### src/rtl/fetch_link_pkg.sv
// Shared types and width helpers for the fetch link controller and its FIFO.
package fetch_link_pkg;

  typedef enum logic [1:0] {StIdle, StReq, StRelease} fetch_state_e;

  function automatic int unsigned fetch_beats(int unsigned instr_w, int unsigned bus_w);
    return instr_w / bus_w;
  endfunction

  function automatic int unsigned beat_addr_width(int unsigned instr_w, int unsigned bus_w);
    return $clog2(instr_w / bus_w);
  endfunction

  function automatic int unsigned fetch_addr_width(int unsigned pc_w, int unsigned instr_w,
                                                   int unsigned bus_w);
    return pc_w + beat_addr_width(instr_w, bus_w);
  endfunction

  function automatic int unsigned fifo_count_width(int unsigned depth);
    return $clog2(depth) + 1;
  endfunction

  localparam int unsigned DefInstrWidth = 16;
  localparam int unsigned DefPcWidth    = 12;

  // Entry layout at the default widths; the controller builds the same layout at its own widths.
  typedef struct packed {
    logic [DefInstrWidth-1:0] instr;
    logic [DefPcWidth-1:0]    pc;
  } fetch_entry_t;

endpackage

### src/rtl/fetch_fifo.sv
// First-word fall-through FIFO with synchronous flush; flush beats any same-cycle push or pop.
module fetch_fifo #(
  parameter int unsigned Width = 28,
  parameter int unsigned Depth = 4
) (
  input  logic                   clk_i,
  input  logic                   rst_ni,
  input  logic                   flush_i,
  input  logic                   push_i,
  input  logic [Width-1:0]       data_i,
  input  logic                   pop_i,
  output logic [Width-1:0]       data_o,
  output logic                   valid_o,
  output logic                   full_o,
  output logic [$clog2(Depth):0] count_o
);

  localparam int unsigned PtrW = $clog2(Depth);
  localparam int unsigned CntW = PtrW + 1;

  logic [Width-1:0] mem_q [Depth];
  logic [PtrW-1:0]  wr_ptr_q, wr_ptr_d, rd_ptr_q, rd_ptr_d;
  logic [CntW-1:0]  count_q, count_d;
  logic             do_push, do_pop;

  assign valid_o = (count_q != '0);
  assign full_o  = (count_q == CntW'(Depth));
  assign count_o = count_q;
  assign data_o  = mem_q[rd_ptr_q];
  assign do_push = push_i && !full_o;
  assign do_pop  = pop_i && valid_o;

  always_comb begin
    wr_ptr_d = wr_ptr_q;
    rd_ptr_d = rd_ptr_q;
    count_d  = count_q;
    if (flush_i) begin
      wr_ptr_d = '0;
      rd_ptr_d = '0;
      count_d  = '0;
    end else begin
      if (do_push) wr_ptr_d = wr_ptr_q + PtrW'(1);
      if (do_pop)  rd_ptr_d = rd_ptr_q + PtrW'(1);
      count_d = count_q + CntW'(do_push) - CntW'(do_pop);
    end
  end

  always_ff @(posedge clk_i or negedge rst_ni) begin
    if (!rst_ni) begin
      wr_ptr_q <= '0;
      rd_ptr_q <= '0;
      count_q  <= '0;
    end else begin
      wr_ptr_q <= wr_ptr_d;
      rd_ptr_q <= rd_ptr_d;
      count_q  <= count_d;
    end
  end

  always_ff @(posedge clk_i) begin
    if (do_push && !flush_i) mem_q[wr_ptr_q] <= data_i;
  end

endmodule

### src/rtl/fetch_link_controller.sv
// Fetches instructions over a 4-phase req/ack byte link, prefetching into a FWFT FIFO,
// with program-end wrap and redirect-with-flush.
module fetch_link_controller
  import fetch_link_pkg::*;
#(
  parameter int unsigned BUS_WIDTH   = 8,
  parameter int unsigned INSTR_WIDTH = 16,
  parameter int unsigned PC_WIDTH    = 12,
  parameter int unsigned FIFO_DEPTH  = 4,
  parameter int unsigned SYNC_STAGES = 2
) (
  input  logic                                                         clk,
  input  logic                                                         rst,
  input  logic                                                         fetch_enable,
  input  logic [PC_WIDTH-1:0]                                          prog_last,
  input  logic                                                         redirect_valid,
  input  logic [PC_WIDTH-1:0]                                          redirect_pc,
  input  logic [BUS_WIDTH-1:0]                                         ext_data_in,
  input  logic                                                         ext_ack,
  output logic                                                         ext_req,
  output logic [fetch_addr_width(PC_WIDTH, INSTR_WIDTH, BUS_WIDTH)-1:0] ext_addr_out,
  output logic                                                         instr_valid,
  input  logic                                                         instr_ready,
  output logic [INSTR_WIDTH-1:0]                                       instr,
  output logic [PC_WIDTH-1:0]                                          instr_pc,
  output logic [fifo_count_width(FIFO_DEPTH)-1:0]                      fifo_count,
  output logic                                                         busy
);

  localparam int unsigned Beats     = fetch_beats(INSTR_WIDTH, BUS_WIDTH);
  localparam int unsigned AddrBeatW = beat_addr_width(INSTR_WIDTH, BUS_WIDTH);
  localparam int unsigned BeatW     = (AddrBeatW > 0) ? AddrBeatW : 1;
  localparam int unsigned AddrW     = PC_WIDTH + AddrBeatW;
  localparam logic [BeatW-1:0] LastBeat = BeatW'(Beats - 1);

  typedef struct packed {
    logic [INSTR_WIDTH-1:0] instr;
    logic [PC_WIDTH-1:0]    pc;
  } entry_t;

  fetch_state_e           state_q, state_d;
  logic [SYNC_STAGES-1:0] ack_sync_q, ack_sync_d;
  logic [PC_WIDTH-1:0]    fetch_pc_q, fetch_pc_d;
  logic [BeatW-1:0]       beat_q, beat_d;
  logic                   discard_q, discard_d;
  logic                   ext_req_q, ext_req_d;
  logic [AddrW-1:0]       ext_addr_q, ext_addr_d;
  logic                   busy_q, busy_d;
  logic [INSTR_WIDTH-1:0] asm_q, asm_d;

  logic                ack_s, start_fetch, last_beat, finishing, push, fifo_full;
  logic [PC_WIDTH-1:0] next_pc, redirect_tgt;
  logic [BeatW-1:0]    beat_nxt;
  entry_t              push_entry, head_entry;

  // With a single beat the beat index carries no address bits and is shifted out.
  function automatic logic [AddrW-1:0] addr_of(logic [PC_WIDTH-1:0] pc, logic [BeatW-1:0] beat);
    logic [PC_WIDTH+BeatW-1:0] full;
    full = {pc, beat};
    return AddrW'(full >> (BeatW - AddrBeatW));
  endfunction

  assign ack_sync_d   = {ack_sync_q[SYNC_STAGES-2:0], ext_ack};
  assign ack_s        = ack_sync_q[SYNC_STAGES-1];
  assign start_fetch  = fetch_enable && !fifo_full && !redirect_valid;
  assign last_beat    = (beat_q == LastBeat);
  assign beat_nxt     = beat_q + BeatW'(1);
  assign finishing    = (state_q == StRelease) && !ack_s && last_beat;
  assign next_pc      = (fetch_pc_q == prog_last) ? '0 : fetch_pc_q + PC_WIDTH'(1);
  assign redirect_tgt = (redirect_pc > prog_last) ? '0 : redirect_pc;

  always_ff @(posedge clk or negedge rst) begin
    if (!rst) state_q <= StIdle;
    else      state_q <= state_d;
  end

  always_comb begin
    state_d = state_q;
    unique case (state_q)
      StIdle:    if (start_fetch) state_d = StReq;
      StReq:     if (ack_s) state_d = StRelease;
      StRelease: if (!ack_s) state_d = last_beat ? StIdle : StReq;
      default:   state_d = StIdle;
    endcase
  end

  always_comb begin
    fetch_pc_d = fetch_pc_q;
    beat_d     = beat_q;
    discard_d  = discard_q;
    ext_req_d  = ext_req_q;
    ext_addr_d = ext_addr_q;
    busy_d     = busy_q;
    asm_d      = asm_q;
    push       = 1'b0;
    unique case (state_q)
      StIdle: begin
        if (start_fetch) begin
          ext_req_d  = 1'b1;
          ext_addr_d = addr_of(fetch_pc_q, beat_q);
          busy_d     = 1'b1;
        end
      end
      StReq: begin
        if (ack_s) begin
          asm_d[int'(beat_q) * BUS_WIDTH +: BUS_WIDTH] = ext_data_in;
          ext_req_d = 1'b0;
        end
      end
      StRelease: begin
        if (!ack_s) begin
          if (!last_beat) begin
            beat_d     = beat_nxt;
            ext_req_d  = 1'b1;
            ext_addr_d = addr_of(fetch_pc_q, beat_nxt);
          end else begin
            beat_d    = '0;
            push      = !discard_q && !redirect_valid;
            // A discarded fetch already had fetch_pc retargeted by the redirect.
            if (!discard_q) fetch_pc_d = next_pc;
            discard_d = 1'b0;
            busy_d    = 1'b0;
          end
        end
      end
      default: ;
    endcase
    if (redirect_valid) begin
      fetch_pc_d = redirect_tgt;
      if (busy_q && !finishing) discard_d = 1'b1;
    end
  end

  always_ff @(posedge clk or negedge rst) begin
    if (!rst) begin
      ack_sync_q <= '0;
      fetch_pc_q <= '0;
      beat_q     <= '0;
      discard_q  <= 1'b0;
      ext_req_q  <= 1'b0;
      ext_addr_q <= '0;
      busy_q     <= 1'b0;
      asm_q      <= '0;
    end else begin
      ack_sync_q <= ack_sync_d;
      fetch_pc_q <= fetch_pc_d;
      beat_q     <= beat_d;
      discard_q  <= discard_d;
      ext_req_q  <= ext_req_d;
      ext_addr_q <= ext_addr_d;
      busy_q     <= busy_d;
      asm_q      <= asm_d;
    end
  end

  assign push_entry = '{instr: asm_q, pc: fetch_pc_q};

  fetch_fifo #(
    .Width($bits(entry_t)),
    .Depth(FIFO_DEPTH)
  ) u_fifo (
    .clk_i  (clk),
    .rst_ni (rst),
    .flush_i(redirect_valid),
    .push_i (push),
    .data_i (push_entry),
    .pop_i  (instr_ready),
    .data_o (head_entry),
    .valid_o(instr_valid),
    .full_o (fifo_full),
    .count_o(fifo_count)
  );

  always_comb begin
    ext_req      = ext_req_q;
    ext_addr_out = ext_addr_q;
    busy         = busy_q;
    instr        = instr_valid ? head_entry.instr : '0;
    instr_pc     = instr_valid ? head_entry.pc : '0;
  end

endmodule

### config.mk
export PLATFORM = sky130hd
export DESIGN_NAME = fetch_link_controller
export DESIGN_NICKNAME = d
export VERILOG_FILES = /design/src/rtl/fetch_link_pkg.sv /design/src/rtl/fetch_fifo.sv /design/src/rtl/fetch_link_controller.sv
export SDC_FILE = /design/constraint.sdc
export NUM_CORES = 1
export LEC_CHECK = 0
export ABC_CLOCK_PERIOD_IN_PS = 2800
export CELL_PAD_IN_SITES_DETAIL_PLACEMENT = 2
export CELL_PAD_IN_SITES_GLOBAL_PLACEMENT = 2
export CORE_ASPECT_RATIO = 0.7
export CORE_MARGIN = 10
export CORE_UTILIZATION = 37
export DETAILED_ROUTE_END_ITERATION = 10
export PLACE_DENSITY = 0.76
export SETUP_SLACK_MARGIN = 0.05
export SLEW_MARGIN = 20
export SYNTH_ARGS = -nofsm -noshare
export SYNTH_HDL_FRONTEND = slang
export SYNTH_HIERARCHICAL = 1
export SYNTH_SLANG_ARGS = --single-unit
### constraint.sdc
create_clock -name clk -period 2.8 [get_ports clk]
set_input_delay 0.28 -clock clk [delete_from_list [all_inputs] [get_ports clk]]
set_output_delay 0.28 -clock clk [all_outputs]
set_load 0.005 [all_outputs]
==> impl_metrics.json, run 1 <==
{
  "post-place-cells": 850,
  "min_period_ns": 2.54,
  "wl_mm": 21.0,
  "post-route-period-util_pct": 90.7,
  "vias": 4681,
  "grt_pass1_vias": 5487,
  "critPathKind": "flip-flop to flip-flop",
  "fin_skew_ns": 0.0137,
  "final_max_slew_viol_count": 0,
  "port_buffers": 84,
  "worst_hold_path_type": "primary input to async pin",
  "ys_seq_elements": 168,
  "cts_buffers": 17,
  "reg2regPathDepth": 13,
  "avgSynthCellArea_um2": 15.2,
  "power_density_nw_per_um2": 884,
  "grt_max_degree": 45,
  "yosys.area.top_type": "edfxtp_1",
  "status": "complete, no violations",
  "rsz0062_at_grt": "no",
  "synth_top_area_share_pct": 44.4,
  "r2r_setup_slack_ns": 0.26,
  "arrival_ns": 2.84,
  "drive_gt1_share_pct": 21.0,
  "r2r_end": "u_fifo/count_o[2]",
  "crit_path_end": "u_fifo/count_o[2]",
  "row_count": 43,
  "yosysUniqueCellTypes": 56,
  "cts_sinks": 168,
  "yosysSeqAreaShare_pct": 63.0,
  "setup_violations": 0,
  "p_leak_uw": 0.00338,
  "hold_viol": 0,
  "clk_pin_slew_worst_paths_ns": 0.07,
  "routedWlPerCell_um": 23.8,
  "async_flop_share_pct": 33.3,
  "stdcell_count": 885,
  "start_kind": "flip-flop",
  "htreeDepth": 4,
  "worst_setup_path_end_kind": "flip-flop",
  "viasPerCell": 5.29,
  "syn-instance-count": 498,
  "cts_tree": "done",
  "antenna_cells": 0,
  "clockBufferDepth": 2,
  "first_iter_violations": 294,
  "dieHeight_um": 140,
  "synth_nets": 558,
  "worst_pin_slew_ns": 0.620,
  "grt_first_pass_wirelength_mm": 33.4,
  "grt-ovfl-total": 0,
  "maxCapViolCount": 0,
  "holdWs_ns": 0.280,
  "core_um2": 20000,
  "dieArea_um2": 26700,
  "ys_warn_count": 6,
  "fin_setup_tns_ns": 0,
  "syn_area_um2": 7570,
  "ir_worst_vdd_uv": 407,
  "initial_core_util_pct": 37.9,
  "r2r-start": "ack_sync_q[1]",
  "yosysMostFrequentCell": "edfxtp_1",
  "synth_area_leaders": "edfxtp_1 44%, dfrtp_1 19%, mux4_2 8.3%, mux2_2 4.2%, ha_1 3.5%",
  "clockRootBuffer": "clkbuf_16",
  "drcViolationCount": 0,
  "synthTopCellsByCount": "112 x edfxtp_1, 56 x dfrtp_1, 33 x and2_1",
  "antenna_found_initial": 0,
  "hpwlAfterDp_mm": 14.7,
  "crit_fanout": 8,
  "required_ns": 3.10,
  "antenna_left": 0,
  "die_w_um": 191,
  "max_freq_mhz": 394,
  "drt_pre_antenna_iters": 4,
  "synth-edff-count": 112,
  "insertion_delay_ns": 0.44,
  "crit_start": "ack_sync_q[1]",
  "io_pins": 85,
  "final_nets": 662,
  "area_growth_pct": 24.5,
  "relSlewSlack_pct": 58.7,
  "gp_congestion": 0.799,
  "grtUsageTotal_pct": 16.4,
  "synth-main-ff-cell": "edfxtp_1"
}
[layout make-up]
| cell class | instances | area [um2] |
|---|---|---|
| Tap cell | 270 | 338 |
| Fill cell | 1898 | 10500 |
| Clock inverter | 15 | 155 |
| Inverter | 25 | 93.8 |
| Clock buffer | 17 | 425 |
| Sequential cell | 168 | 4770 |
| Timing Repair Buffer | 108 | 1070 |
| Multi-Input combinational cell | 282 | 2580 |
[worst min-delay path by stage]
stage | depth (start not counted) | end
floorplan | 0 | ack_sync_q[0]
global placement | 1 | asm_q[6]
detailed placement | 1 | ext_req
CTS | 1 | ack_sync_q[0]
global route | 1 | ack_sync_q[0]
finish | 2 | ext_addr_out[4]
[critical path, stage by stage (launching register included)]
cell	delay (ns)
dfrtp_1	0.39
and4bb_4	0.37
nand2_4	0.09
nor2_2	0.13
inv_1	0.10
nor2_2	0.15
inv_1	0.06
ha_1	0.26
inv_1	0.06
ha_1	0.13
inv_1	0.05
fa_1	0.37
xnor2_1	0.18
nor2_1	0.06
[per-layer routing]
layer | up-vias | global-route usage [%] | routed length, um
li1 | 2105 | - | -
met1 | 2464 | 20.7 | 9280
met2 | 102 | 27.3 | 10400
met3 | 10 | 5.07 | 1240
met4 | 0 | 3.22 | 109
met5 | - | 0 | 0
[stage by stage]
step	util [%]	power, uW	area, um2	worst slack (ns)
global placement	44.1	5920	8810	0.258
CTS	47.1	8450	9410	0.0613
floorplan	-	4750	7570	0.180
detailed placement	44.1	6080	8810	0.0698
global route	47.2	8810	9420	0.0664
finish	47.2	8330	9420	0.261
[layout by cell type, fill, tap and decap left out, types with 7 or more instances in the layout]
cell	instances
o211ai_1	12
clkdlybuf4s50_1	83
xor2_1	14
mux4_2	28
nand3_1	8
nor2_1	13
a32oi_1	7
nor4_1	7
inv_1	25
o21ai_0	10
nand2_1	21
and2_1	33
ha_1	21
edfxtp_1	112
a21oi_1	13
dfrtp_1	54
mux2_2	28
and3_1	7
buf_4	19
clkbuf_16	17
[cells by family after synthesis]
kind of cell               share of synthesized area, %
DFF                                                63.0
AOI/OAI and AO/OA                                  5.21
adders and majority gates                          3.74
muxes                                              12.9
and+or+nand+nor                                    10.1
buffers and inverters                              3.11
xor gates and xnor gates                           1.97
[where the power goes]
group	internal (uW)	switching, uW	leakage, uW
combinational	1430	1050	0.00144
clock	1190	1130	0.000276
sequential	3130	402	0.00167
total	5750	2580	0.00338
[timing repair]
action,CTS,global route
buffers inserted,1,1
pin swaps,0,1
endpoints found under the setup margin,2,12
hold buffers,1,0
gates resized for setup,0,4
hold endpoints to repair,15,0
[state kept, by name, summed over array words and instances (netlist names)]
signal and flops:
u_fifo/count_o 3, ext_addr_out 13, u_fifo/rd_ptr_q 2, beat_q 1, u_fifo/wr_ptr_q 2, state_q 2, busy 1, ack_sync_q 2
u_fifo/mem_q 112, asm_q 16, ext_req 1, fetch_pc_q 12, discard_q 1
Note: power is estimated with default switching activity, not from simulation.
==> run 2: changes to the inputs <==
--- a/config.mk
+++ b/config.mk
@@ -8,7 +8,6 @@
 export ABC_CLOCK_PERIOD_IN_PS = 2800
 export CELL_PAD_IN_SITES_DETAIL_PLACEMENT = 2
 export CELL_PAD_IN_SITES_GLOBAL_PLACEMENT = 2
-export CORE_ASPECT_RATIO = 0.7
 export CORE_MARGIN = 10
 export CORE_UTILIZATION = 37
 export DETAILED_ROUTE_END_ITERATION = 10
==> run 2 against run 1 <==
Worst setup slack got worse by 0.063 ns; cell count up 0.34%; maximum frequency shrank 2.4%; global-route usage down 0.38 points; power fell by 0.99%; critical path depth unchanged; first-iteration DRC count fell by 15%; die area decreased by 0.34%; non-clock buffer count is 3 higher; core utilization fell by 0.42 points; sequential power about the same; clock skew shrank 0.00060 ns.
==> impl_metrics.json, run 2 (synthesized netlist as in run 1, its figures left out) <==
{
  "drcViolationCount": 0,
  "gp_congestion": 0.809,
  "worst_pin_slew_ns": 0.631,
  "crit_chain": "and4bb_4 > nand2_4 > nor2_1 > inv_1 > nor2_2 > inv_1 > ha_1 > inv_1 > ha_1 > inv_1 > fa_1 > xnor2_1 > nor2_1",
  "wl_mm": 20.4,
  "min_period_ns": 2.60,
  "fin_skew_ns": 0.0131,
  "slowest_delay_ns": 0.40,
  "regMostFlops": "u_fifo/mem_q",
  "hpwlAfterDp_mm": 14.6,
  "grt_pass1_vias": 5362,
  "status": "complete, no violations",
  "power_density_nw_per_um2": 873,
  "cpMostUsedCell": "inv_1",
  "post-route-period-util_pct": 92.9,
  "io_pins": 85,
  "antenna_left": 0,
  "port_buffers": 84,
  "routedWlPerCell_um": 23.0,
  "largest_register_ffs": 112,
  "clockBufferDepth": 2,
  "htreeDepth": 4,
  "die_w_um": 163,
  "grt_first_pass_wirelength_mm": 32.3,
  "p_leak_uw": 0.00340,
  "max_freq_mhz": 384,
  "critPathKind": "flip-flop to flip-flop",
  "preCtsSetupSlack_ns": 0.156,
  "first_iter_violations": 251,
  "dieHeight_um": 163,
  "antenna_found_initial": 0,
  "row_count": 52,
  "layout_commonest_cell": "edfxtp_1",
  "clk_pin_slew_worst_paths_ns": 0.07,
  "rsz0062_at_grt": "yes",
  "drt_pre_antenna_iters": 4,
  "viasPerCell": 5.20,
  "required_ns": 3.10,
  "worst_hold_path_type": "primary input to flip-flop",
  "ir_worst_vdd_uv": 373,
  "cts_sinks": 168,
  "grt-ovfl-total": 0,
  "crit_fanout": 8,
  "antenna_cells": 0,
  "initial_core_util_pct": 37.5,
  "crit_path_top_delay_cell": "and4bb_4",
  "layout_common_cells": "112 x edfxtp_1, 83 x clkdlybuf4s50_1, 55 x dfrtp_1",
  "start_kind": "flip-flop",
  "fin_setup_tns_ns": 0,
  "cts_buffers": 17,
  "final_nets": 665,
  "worst_setup_path_end_kind": "flip-flop",
  "grt_max_degree": 45,
  "grtUsageTotal_pct": 16.0,
  "final_max_slew_viol_count": 0,
  "clockRootBuffer": "clkbuf_16",
  "setup_violations": 0,
  "hold_viol": 0,
  "core_um2": 20200,
  "timing.final.ws_setup_ns": 0.198,
  "relSlewSlack_pct": 58.0,
  "drive_gt1_share_pct": 21.0,
  "vias": 4614,
  "maxCapViolCount": 0,
  "cts_tree": "done",
  "area_growth_pct": 24.7,
  "dieArea_um2": 26600,
  "arrival_ns": 2.90,
  "insertion_delay_ns": 0.43
}
[run 2: layout make-up]
type                            count  area (um2)
Multi-Input combinational cell    282        2570
Timing Repair Buffer              111        1100
Inverter                           25        93.8
Clock inverter                     15         138
Fill cell                        1950       10700
Clock buffer                       17         425
Tap cell                          270         338
Sequential cell                   168        4770
[run 2: critical path: cells and delay by family (launching register included)]
family | cells | cell delay, ns
simple gates | 5 | 0.85
fa+ha+maj | 3 | 0.79
flops | 1 | 0.39
buf+inv | 4 | 0.27
xor+xnor | 1 | 0.18
[run 2: repair_timing]
| action | CTS | global route |
|---|---|---|
| buffers inserted | 0 | 2 |
| endpoints found under the setup margin | 0 | 13 |
| hold endpoints to repair | 23 | 0 |
| resized for setup | 0 | 2 |
| hold buffers | 1 | 0 |
[run 2: final timing paths]
check / from / depth (start not counted) / to / slack (ns)
setup / recovery: state_q[0] / 13 / u_fifo/count_o[2] / 0.20
hold / removal: ext_ack / 1 / ack_sync_q[0] / 0.29
setup reg to reg: state_q[0] / 13 / u_fifo/count_o[2] / 0.20
hold reg to reg: ack_sync_q[0] / 0 / ack_sync_q[1] / 0.38
max in group asynchronous: rst / 3 / ext_addr_out[12] / 1.68
min in group asynchronous: rst / 2 / busy / 0.40
[run 2: metal layers]
| metal | up-vias | routed length [um] | GRT usage (%) |
|---|---|---|---|
| met4 | 0 | 176 | 4.30 |
| met3 | 13 | 711 | 3.88 |
| met2 | 79 | 11100 | 29.1 |
| li1 | 2106 | - | - |
| met1 | 2416 | 8440 | 18.5 |
| met5 | - | 0 | 0 |
[run 2: through the flow]
step	instance area, um2	hold slack [ns]	cells	power (uW)	util [%]
final	9440	0.289	888	8240	46.8
after global routing	9440	0.265	888	8710	46.8
after CTS	9420	0.266	886	8370	46.7
after detailed placement	8840	0.333	853	6120	43.8
after global placement	8840	0.324	853	5940	43.8
after floorplan	7570	-0.0156	498	4750	-
[run 2: report_power, final]
part	switching, uW	internal (uW)	leakage [uW]
Clock	1050	1170	0.000270
Sequential	373	3130	0.00167
Combinational	1070	1460	0.00145
Total	2490	5750	0.00340
